### src/rtl/program_loader.sv
// Boot-time instruction-memory loader: parses a framed byte stream into
// big-endian words, writes them out, and releases the CPU once the checksum matches.
module program_loader #(
    parameter int          MAX_WORDS = 18,
    parameter logic [31:0] BASE_ADDR = 32'h0000_0000,
    parameter logic [7:0]  SYNC_BYTE = 8'hA5
) (
    input  logic        clk,
    input  logic        reset,
    input  logic        in_valid,
    input  logic [7:0]  in_data,
    output logic        in_ready,
    output logic        imem_we,
    output logic [31:0] imem_addr,
    output logic [31:0] imem_wdata,
    output logic        cpu_hold,
    output logic        done,
    output logic        error,
    output logic [15:0] words_loaded,
    output logic [2:0]  state
);

    localparam logic [2:0] IDLE   = 3'd0;
    localparam logic [2:0] CNT_HI = 3'd1;
    localparam logic [2:0] CNT_LO = 3'd2;
    localparam logic [2:0] DATA   = 3'd3;
    localparam logic [2:0] CHECK  = 3'd4;
    localparam logic [2:0] DONE   = 3'd5;
    localparam logic [2:0] ERR    = 3'd6;

    localparam logic [15:0] MAX_COUNT = 16'(MAX_WORDS);

    // Handshake: a byte transfers on a rising edge where in_valid && in_ready.
    logic        accept;
    logic [2:0]  state_next;
    logic [15:0] count;
    logic [15:0] full_count;
    logic [15:0] word_idx;
    logic [1:0]  byte_idx;
    logic [7:0]  chk;
    logic [23:0] shreg;

    assign accept     = in_valid && in_ready;
    assign full_count = {count[15:8], in_data};

    always_comb begin
        state_next = state;
        case (state)
            IDLE:   if (accept && in_data == SYNC_BYTE) state_next = CNT_HI;
            CNT_HI: if (accept) state_next = CNT_LO;
            CNT_LO: begin
                if (accept) begin
                    if (full_count > MAX_COUNT)  state_next = ERR;
                    else if (full_count == 16'd0) state_next = CHECK;
                    else                          state_next = DATA;
                end
            end
            DATA: begin
                if (accept && byte_idx == 2'd3 && (word_idx + 16'd1) == count)
                    state_next = CHECK;
            end
            CHECK:  if (accept) state_next = (in_data == chk) ? DONE : ERR;
            default: state_next = state;
        endcase
    end

    always_ff @(posedge clk or negedge reset) begin
        if (!reset) begin
            state        <= IDLE;
            in_ready     <= 1'b0;
            imem_we      <= 1'b0;
            imem_addr    <= BASE_ADDR;
            imem_wdata   <= 32'd0;
            cpu_hold     <= 1'b1;
            done         <= 1'b0;
            error        <= 1'b0;
            words_loaded <= 16'd0;
            count        <= 16'd0;
            word_idx     <= 16'd0;
            byte_idx     <= 2'd0;
            chk          <= 8'd0;
            shreg        <= 24'd0;
        end else begin
            state    <= state_next;
            imem_we  <= 1'b0;
            // Status outputs follow the next state so they appear one cycle after the deciding edge.
            in_ready <= (state_next != DONE) && (state_next != ERR);
            done     <= (state_next == DONE);
            error    <= (state_next == ERR);
            cpu_hold <= (state_next != DONE);
            if (accept) begin
                case (state)
                    IDLE: chk <= 8'd0;
                    CNT_HI: begin
                        count[15:8] <= in_data;
                        chk         <= chk ^ in_data;
                    end
                    CNT_LO: begin
                        count[7:0] <= in_data;
                        chk        <= chk ^ in_data;
                        byte_idx   <= 2'd0;
                        word_idx   <= 16'd0;
                    end
                    DATA: begin
                        chk      <= chk ^ in_data;
                        byte_idx <= byte_idx + 2'd1;
                        case (byte_idx)
                            2'd0: shreg[23:16] <= in_data;
                            2'd1: shreg[15:8]  <= in_data;
                            2'd2: shreg[7:0]   <= in_data;
                            default: begin
                                imem_we      <= 1'b1;
                                imem_wdata   <= {shreg, in_data};
                                imem_addr    <= BASE_ADDR + {14'd0, word_idx, 2'b00};
                                words_loaded <= words_loaded + 16'd1;
                                word_idx     <= word_idx + 16'd1;
                            end
                        endcase
                    end
                    default: ;
                endcase
            end
        end
    end

endmodule

### config.mk
export PLATFORM = sky130hd
export DESIGN_NAME = program_loader
export DESIGN_NICKNAME = d
export VERILOG_FILES = /design/src/rtl/program_loader.sv
export SDC_FILE = /design/constraint.sdc
export NUM_CORES = 1
export LEC_CHECK = 0
export CAP_MARGIN = 20
export CORE_MARGIN = 5
export CORE_UTILIZATION = 30
export CTS_CLUSTER_SIZE = 8
export DETAILED_ROUTE_END_ITERATION = 16
export GPL_TIMING_DRIVEN = 0
export SLEW_MARGIN = 15
export SYNTH_ARGS = -nofsm -noshare
export SYNTH_HDL_FRONTEND = slang
export SYNTH_SLANG_ARGS = --single-unit
### constraint.sdc
create_clock -name clk -period 2.55 [get_ports clk]
set_clock_uncertainty 0.2 [all_clocks]
set_input_delay 0.6375 -clock clk [delete_from_list [all_inputs] [get_ports clk]]
set_output_delay 0.6375 -clock clk [all_outputs]
set_load 0.005 [all_outputs]
-- Word level (Yosys, flattened, before mapping)
Index checks and enable logic that the tools add are counted.
- reductions and logical operators: 21
- bitwise gates (word level): 2
- equality and inequality tests: 15
- $add $sub $neg: 3
- multiplexer cells: 16
- magnitude comparators: 1
- operators with widths (cell ; number):
    16-bit by 1-bit adder with 16-bit output, second input constant ; 2
    16-bit case mux with 2 select lines ; 1
    3-bit 2-to-1 mux ; 7
    16-bit == test ; 1
    16-bit by 5-bit greater-than comparator with 1-bit output, second input constant ; 1
    16-bit zero test ; 1
    16-bit 2-to-1 mux ; 1
    8-bit case mux with 2 select lines ; 1
    3-bit case mux with 5 select lines ; 1
    3-bit AND reduction ; 5
    3-bit == test, second input constant ; 3
    8-bit == test ; 1
    8-bit == test, second input constant ; 1
    2-bit AND reduction ; 4
    8-bit bitwise XOR ; 1
    3-bit by 2-bit == test with 1-bit output, second input constant ; 2
    3-bit inequality test, second input constant ; 2
    3-bit OR reduction ; 2
    1-bit logical AND ; 5
    2-bit == test, second input constant ; 2
    2-bit case mux with 2 select lines ; 1
    2-bit nonzero test ; 2
    3-bit by 1-bit == test with 1-bit output, second input constant ; 1
    3-bit zero test ; 1
    other kinds (7) ; 9
- logic and storage cells: 75
- register bits: 138
- output and inout port bits: 88
- input port bits: 11

-- Depth between registers and ports, before layout
Gate-level depths: netlist of run 1.
- word-level depth: 7
- mapped depth: 9
- gate-level depth less buffers: 8

-- Least setup slack after synthesis of run 1
Ideal clock, no wire load.
- path type: input to register
- start: in in_data[3]
- end: reg count[10]
- required time: 2.225 ns
- stages: 7
- arrival time: 2.219 ns
- path slack: 0.006 ns
- setup time: 0.125 ns
- cell sequence: clkbuf_1 > nor3_1 > a221oi_1 > a221o_2 > nor2b_1 > buf_2 > mux2_2
- RTL lines (item ; line ; source):
    from (decl) ; 11 ; input logic [7:0] in_data,
    to (signal assigned) ; 95 ; count[15:8] <= in_data;
    to (decl) ; 36 ; logic [15:0] count;

-- Worst setup path after layout of run 1
- start: reg word_idx[7]
- end: reg error
- longest elaborated chain between the ends: 6
- ends and longest elaborated chain (item ; line ; source):
    from (decl) ; 38 ; logic [15:0] word_idx;
    from (signal assigned) ; 116 ; word_idx <= word_idx + 16'd1;
    16-bit by 1-bit adder with 16-bit output ; 59 ; if (accept && byte_idx == 2'd3 && (word_idx + 16'd1) == count)
    16-bit == test ; 59 ;
    1-bit logical AND ; 59 ;
    3-bit 2-to-1 mux ; 59 ;
    3-bit case mux with 5 select lines ; 48 ; case (state)
    named net state_next[2] ; 35 ; logic [2:0] state_next;
    3-bit == test ; 89 ; error <= (state_next == ERR);
    to (signal assigned) ; 89 ;
    to (decl) ; 18 ; output logic error,
The timed path passes the listed nets, and every way through them passes these cells.
A chain may end at the register's enable or synchronous reset.

==> results of run 1 <==
==> final timing paths <==
path,start,end,slack [ns],cells after the start
max in group asynchronous,reset,word_idx[3]$_DFFE_PN0P_,0.83,3
setup reg to reg,word_idx[7]$_DFFE_PN0P_,error$_DFF_PN0_,0.03,8
min in group asynchronous,reset,words_loaded[8]$_DFFE_PN0P_,0.53,2
hold reg to reg,shreg[5]$_DFFE_PN0P_,imem_wdata[13]$_DFFE_PN0P_,0.26,2
setup / recovery,word_idx[7]$_DFFE_PN0P_,error$_DFF_PN0_,0.03,8
hold / removal,shreg[5]$_DFFE_PN0P_,imem_wdata[13]$_DFFE_PN0P_,0.26,2
==> power groups by stage <==
stage          Combinational (W)  Clock (W)  Sequential (W)
6_report                0.000304    0.00260         0.00222
5_1_grt                 0.000335    0.00275         0.00222
4_1_cts                 0.000298    0.00265         0.00222
3_5_place_dp            0.000255          0         0.00226
3_3_place_gp            0.000249          0         0.00226
2_1_floorplan           0.000120          0         0.00226
==> metal layers <==
metal  share of wire  GRT usage
met3           0.055     0.0382
met1            0.45      0.188
met5         0.00041          0
met2            0.48      0.219
met4           0.012     0.0418
==> logic make-up (layout without fill, tap and decap cells) <==
| logic type | after synthesis | in the layout | synth area share |
|---|---|---|---|
| buffers and inverters | 60 | 216 | 0.0550 |
| XOR/XNOR | 48 | 48 | 0.0669 |
| multiplexers | 42 | 42 | 0.0727 |
| AO/OA/AOI/OAI | 71 | 71 | 0.0646 |
| other | 1 | 16 | 0.000576 |
| flip-flops | 138 | 138 | 0.531 |
| adder cells (fa/ha/maj) | 6 | 6 | 0.0115 |
| AND/OR/NAND/NOR | 280 | 281 | 0.198 |
==> per-stage QoR <==
step	util	worst slack (ns)	area (um^2)	hold slack [ns]
floorplan	-	0.00581	6560	0.142
global placement	0.364	-5.07	7730	0.244
detailed placement	0.366	-1.37	7760	0.250
CTS	0.413	0.00510	8760	0.266
global route	0.426	-0.0706	9030	0.286
finish	0.426	0.0336	9030	0.259
==> cell usage after synthesis, drive strengths merged, types with 3 or more instances <==
cell type and n:
ha 6, o21ai 49, nand3 16, nand4 12, mux2 42, nor2 15
clkbuf 23, nand2 198, o31ai 4, a21oi 4, nor3 10, buf 26
o22ai 3, dfrtp 137, nor4 10, inv 11, xnor2 32, and3 4
o211ai 3, xor2 15
==> critical path, delay by kind of cell (launching register included) <==
family	cells	cell delay, ns
AO/OA/AOI/OAI	2	0.53
flip-flops	1	0.38
XOR/XNOR	2	0.31
buffers and inverters	1	0.14
AND/OR/NAND/NOR	3	0.89
==> state kept, by name, indices dropped and copies added (netlist names) <==
signal and flops:
shreg 24, cpu_hold 1, word_idx 16, imem_wdata 32, in_ready 1, done 1, words_loaded 16, imem_addr 16
error 1, state 3, byte_idx 2, imem_we 1, count 16, chk 8
==> cell type report <==
class | instances | share of cell area
buffer | 49 | 0.0447
inverter | 11 | 0.00457
multi-input combinational | 464 | 0.329
sequential | 138 | 0.383
clock inverter | 11 | 0.0188
clock buffer | 21 | 0.0499
tap | 275 | 0.0381
timing repair buffer | 124 | 0.132
==> repair_timing <==
| item | in CTS | in global routing |
|---|---|---|
| pin swaps | 8 | 18 |
| endpoints found under the setup margin | 97 | 49 |
| hold endpoints to repair | 54 | 0 |
| setup buffers | 21 | 19 |
| gates cloned | 1 | 0 |
| hold buffers | 1 | 0 |
| resized for setup | 57 | 31 |
==> metrics.md, run 1 <==
| Metric | Value |
|---|---|
| Status | `completed` |
| Maxcap violations | `0` |
| Syn Area/Cell | `10.1 um^2` |
| Final Hold Fails | `0` |
| Post-layout power | `about 0.0051 W` |
| Largest net degree at the start of global routing | `between 80 and 90` |
| Row cnt | `between 50 and 60` |
| Post-DR wirelength/cell | `between 15 and 20 um` |
| DRC Markers | `0` |
| Mapped Cells | `about 650` |
| # clock sinks | `around 140` |
| Worst path cell trace | `buf_6 > xnor2_4 > xnor2_1 > or4b_4 > a211oi_2 > nand4_1 > o221ai_2 > nor3b_2` |
| Internal power | `between 0.004 and 0.005 W` |
| Yosys reg bits | `roughly 140` |
| Power Density | `567 nW/um^2` |
| Fmax achieved | `around 400 MHz` |
| Yosys Warn Count | `0` |
| First-pass GRT wire length | `between 20,000 and 30,000 um` |
| Seq/Total Area, Yosys | `0.531` |
| Worst Hold Class | `reg -> reg` |
| Final min period | `about 2.5 ns` |
| Yosys top cell by area | `dfrtp_1` |
| Fill count | `2,038` |
| Register Area | `3460 um^2` |
| Placer Congestion | `approximately 0.80` |
| Max-slew violations | `0` |
| Setup Viol. Count Final | `0` |
| Multi-input logic area | `2970 um^2` |
| Worst Setup End Kind | `register` |
| Most frequent cells in the layout | `nand2_1, dfrtp_1, clkdlybuf4s50_1, buf_4, o21ai_0` |
| Yosys top cell area share | `0.527` |
| Die Ht | `157 um` |
| Vias after detailed routing | `5,094` |
| Critical Path Max Stage Delay | `approximately 0.48 ns` |
| Area contributors post-synth | `dfrtp_1, nand2_1, mux2_2, xnor2_1, o21ai_0` |
| Tcrit/Tclk final | `0.987` |
| RSZ-0062 raised after global routing | `true` |
| Placed instance count | `about 1.0k` |
| Synth Cell Area | `~6500 um^2` |
| Die Wd | `157 um` |
| GR Util All Layers | `0.139` |
| H-tree depth | `4` |
| Final Net Count | `between 800 and 900` |
| Worst-skew pair later-pin latency | `about 0.42 ns` |
| Initial antenna violation count | `1` |
| Kind of critical path | `reg -> reg` |
| Part of the power in registers | `0.433` |
| Slew headroom | `0.376` |
| Clk Tree Root Cell | `clkbuf_16` |
| Share of cells above drive strength 1 | `0.246` |
| Drt initial violations | `265` |
| Data required, critical path | `~2.7 ns` |
| CP max FO | `6` |
| Post-route insts no fill | `roughly 1.1k` |
| Net Sw Power | `~0.0011 W` |
| Initial Util | `0.307` |
| Avg Vias per Cell | `between 4 and 5` |
| Vias in the first global route | `4,994` |
| Commonest non-fill, non-tap cell in the layout | `nand2_1` |
| EDFF count, synth | `0` |
| Net Sw Frac | `0.219` |
| Layout area overhead | `38.8%` |
| CTS Buf Count | `17` |
| Die area | `roughly 25,000 um^2` |
| Slowest-stage cell, CP | `or4b_4` |
| Boundary pin count | `between 90 and 100` |
| Core Footprint | `21,200 um^2` |
| Hpwl dp | `~11,000 um` |
| Clock network fraction of design power | `0.507` |
| Peak supply drop | `around 0.43 mV` |
| Routed WL | `16,900 um` |
| Post-synth ARST share | `1.00` |
| CTS tree | `built` |
| Arrival @ worst endpoint | `about 2.7 ns` |
| CP Launch Type | `register` |
| IO buf count | `82` |
| Measured slew at the worst slew-check pin | `between 0.9 and 1 ns` |
| Comb pwr share | `0.059` |
| Pleak | `4.30 nW` |
| CTS clk-pin slew, worst paths | `~0.06 ns` |
| DR pass1 iterations | `4` |
| Antenna Cells | `0` |
| Antenna Violating Nets Remaining | `0` |
| Max Root-Sink Buffers | `2` |
| Yosys cell types | `between 50 and 60` |
| Primary FF master, synth | `dfrtp_1` |
| Total global routing overflow | `0` |
| Setup TNS | `0 ns` |
Note: power is estimated with default switching activity, not from simulation.
==> run 2: changes to the inputs <==
--- a/config.mk
+++ b/config.mk
@@ -11,6 +11,7 @@
 export CTS_CLUSTER_SIZE = 8
 export DETAILED_ROUTE_END_ITERATION = 16
 export GPL_TIMING_DRIVEN = 0
+export PLACE_DENSITY = 0.56
 export SLEW_MARGIN = 15
 export SYNTH_ARGS = -nofsm -noshare
 export SYNTH_HDL_FRONTEND = slang
==> run 2 against run 1 <==
The flow now finishes with violations (negative setup slack). Design area is 0.29% lower. Worst hold slack worse by 0.00057 ns. Count of clock-buffer cells in the layout down 2. Via count decreased by 0.69%. Critical path type unchanged. Core utilization is 0.12 points lower. Worst setup slack got worse by 0.066 ns. Combinational power shrank 3%. Register-to-register slack worse by 0.07 ns. Sequential share of layout area increased by 0.13 points. Clock power grew 9.2%. Critical path depth unchanged.
==> metrics.md, run 2 (synthesis results as in run 1) <==
| Metric | Value |
|---|---|
| Status | `finished, violations left` |
| Failing checks | `negative setup slack` |
| Final min period | `2.58 ns` |
| Vias after detailed routing | `between 5k and 6k` |
| Largest register FFs | `32` |
| Boundary pin count | `about 100` |
| Vias in the first global route | `between 4k and 5k` |
| Crit Reg-Reg Startpoint | `word_idx[5]$_DFFE_PN0P_` |
| Peak supply drop | `0.395 mV` |
| Initial Util | `0.307` |
| Clk Tree Root Cell | `clkbuf_16` |
| IO buf count | `82` |
| Part of the power in registers | `0.415` |
| Avg Vias per Cell | `around 4.7` |
| Row cnt | `53` |
| Most frequent cells in the layout | `nand2_1, dfrtp_1, clkdlybuf4s50_1, buf_4, o21ai_0` |
| CP Launch Type | `register` |
| HP Start | `shreg[7]$_DFFE_PN0P_` |
| Measured slew at the worst slew-check pin | `~0.94 ns` |
| Largest net degree at the start of global routing | `80` |
| Worst Setup End Kind | `register` |
| Clock network fraction of design power | `0.530` |
| Die Wd | `approximately 160 um` |
| Max-slew violations | `0` |
| Worst Hold Class | `reg -> reg` |
| Max Root-Sink Buffers | `2` |
| Hpwl dp | `11,000 um` |
| First-pass GRT wire length | `between 20,000 and 30,000 um` |
| H-tree depth | `4` |
| Commonest non-fill, non-tap cell in the layout | `nand2_1` |
| Placer Congestion | `about 0.80` |
| Share of cells above drive strength 1 | `0.246` |
| Post-DR wirelength/cell | `15.7 um` |
| DRC Markers | `0` |
| R2r setup slk | `-0.03 ns` |
| # clock sinks | `between 100 and 150` |
| Worst-skew pair later-pin latency | `roughly 0.43 ns` |
| Maxcap violations | `0` |
| Pleak | `4.24 nW` |
| CP max FO | `6` |
| Initial antenna violation count | `1` |
| GR Util All Layers | `0.142` |
| Kind of critical path | `reg -> reg` |
| Arrival @ worst endpoint | `roughly 2.7 ns` |
| Layout area overhead | `38.4%` |
| Tcrit/Tclk final | `1.01` |
| Largest registers | `imem_wdata (32), shreg (24)` |
| Utilization after layout | `0.424` |
| RSZ-0062 raised after global routing | `true` |
| Final worst slack | `-0.0326 ns` |
| Drt initial violations | `between 200 and 300` |
| Power Density | `approximately 590 nW/um^2` |
| Area after DPL | `between 7000 and 8000 um^2` |
| Final Hold Fails | `0` |
| Final Net Count | `about 810` |
| Setup TNS | `-0.0610 ns` |
| Setup Viol. Count Final | `3` |
| Die area | `24,700 um^2` |
| Die Ht | `157 um` |
| Slew headroom | `0.367` |
| CTS clk-pin slew, worst paths | `roughly 0.07 ns` |
| Total global routing overflow | `0` |
| Core Footprint | `approximately 21,000 um^2` |
| Fin Hold WS | `~0.26 ns` |
| Internal power | `0.00418 W` |
| Net Sw Power | `~0.0012 W` |
| Routed WL | `approximately 17,000 um` |
| Post-layout instance area | `approximately 9000 um^2` |
| Data required, critical path | `2.70 ns` |
| Comb pwr share | `0.055` |
| Crit path launch | `word_idx[5]$_DFFE_PN0P_` |
| Net Sw Frac | `0.219` |
| DR pass1 iterations | `5` |
| Largest register by flop count | `imem_wdata` |
| CTS tree | `built` |
| Fmax achieved | `just under 400 MHz` |
| Antenna Cells | `0` |
| CTS Buf Count | `17` |
| Antenna Violating Nets Remaining | `0` |
run 2: worst paths after layout:
path / end / cells after the start
setup / recovery: error$_DFF_PN0_ / 8
hold / removal: imem_wdata[15]$_DFFE_PN0P_ / 2
setup reg to reg: error$_DFF_PN0_ / 8
hold reg to reg: imem_wdata[15]$_DFFE_PN0P_ / 2
max in group asynchronous: cpu_hold$_DFF_PN1_ / 3
min in group asynchronous: words_loaded[8]$_DFFE_PN0P_ / 2
run 2: critical path, stage by stage, from the launching register on:
cell and delay (ns):
dfrtp_1 0.37, buf_6 0.13, buf_4 0.13, xnor2_1 0.13
or4b_1 0.52, a211oi_2 0.21, nand4_1 0.26, o221ai_2 0.34
nor3b_2 0.21
run 2: power groups by stage:
stage / sequential (W) / combinational (W) / clock [W]
after global placement: 0.00226 / 0.000249 / 0
after global routing: 0.00222 / 0.000326 / 0.00298
after detailed placement: 0.00226 / 0.000255 / 0
after CTS: 0.00222 / 0.000295 / 0.00290
after floorplan: 0.00226 / 0.000120 / 0
final: 0.00222 / 0.000294 / 0.00284
run 2: through the flow:
| stage | total power [W] | worst slack, ns | std cells |
|---|---|---|---|
| floorplan | 0.00238 | 0.00581 | 661 |
| global placement | 0.00251 | -5.11 | 1018 |
| detailed placement | 0.00251 | -1.44 | 1019 |
| CTS | 0.00541 | 0.00286 | 1073 |
| global route | 0.00553 | -0.112 | 1085 |
| finish | 0.00535 | -0.0326 | 1085 |
run 2: metal layers:
metal	up-vias	track usage	part of all wire
met3	21	0.0349	0.050
met1	2471	0.194	0.46
met5	-	0	0.00065
met4	2	0.0426	0.013
met2	128	0.223	0.48
li1	2437	-	-
run 2: what timing repair did:
action | 4_1_cts | 5_1_grt
endpoints found under the setup margin | 112 | 18
hold buffers | 1 | 0
endpoints found under the hold margin | 59 | 0
pin swaps | 8 | 12
gates resized for setup | 57 | 34
buffers inserted | 21 | 12
run 2: cell type report:
type / instances / area (um^2)
inverters: 11 / 41.3
plain buffers: 49 / 407
clock buffers: 19 / 433
multi-input cells: 463 / 2950
fillers: 2091 / 12200
repair buffers: 117 / 1130
flip-flops and latches: 138 / 3460
well taps: 275 / 344
clock inverters: 13 / 239
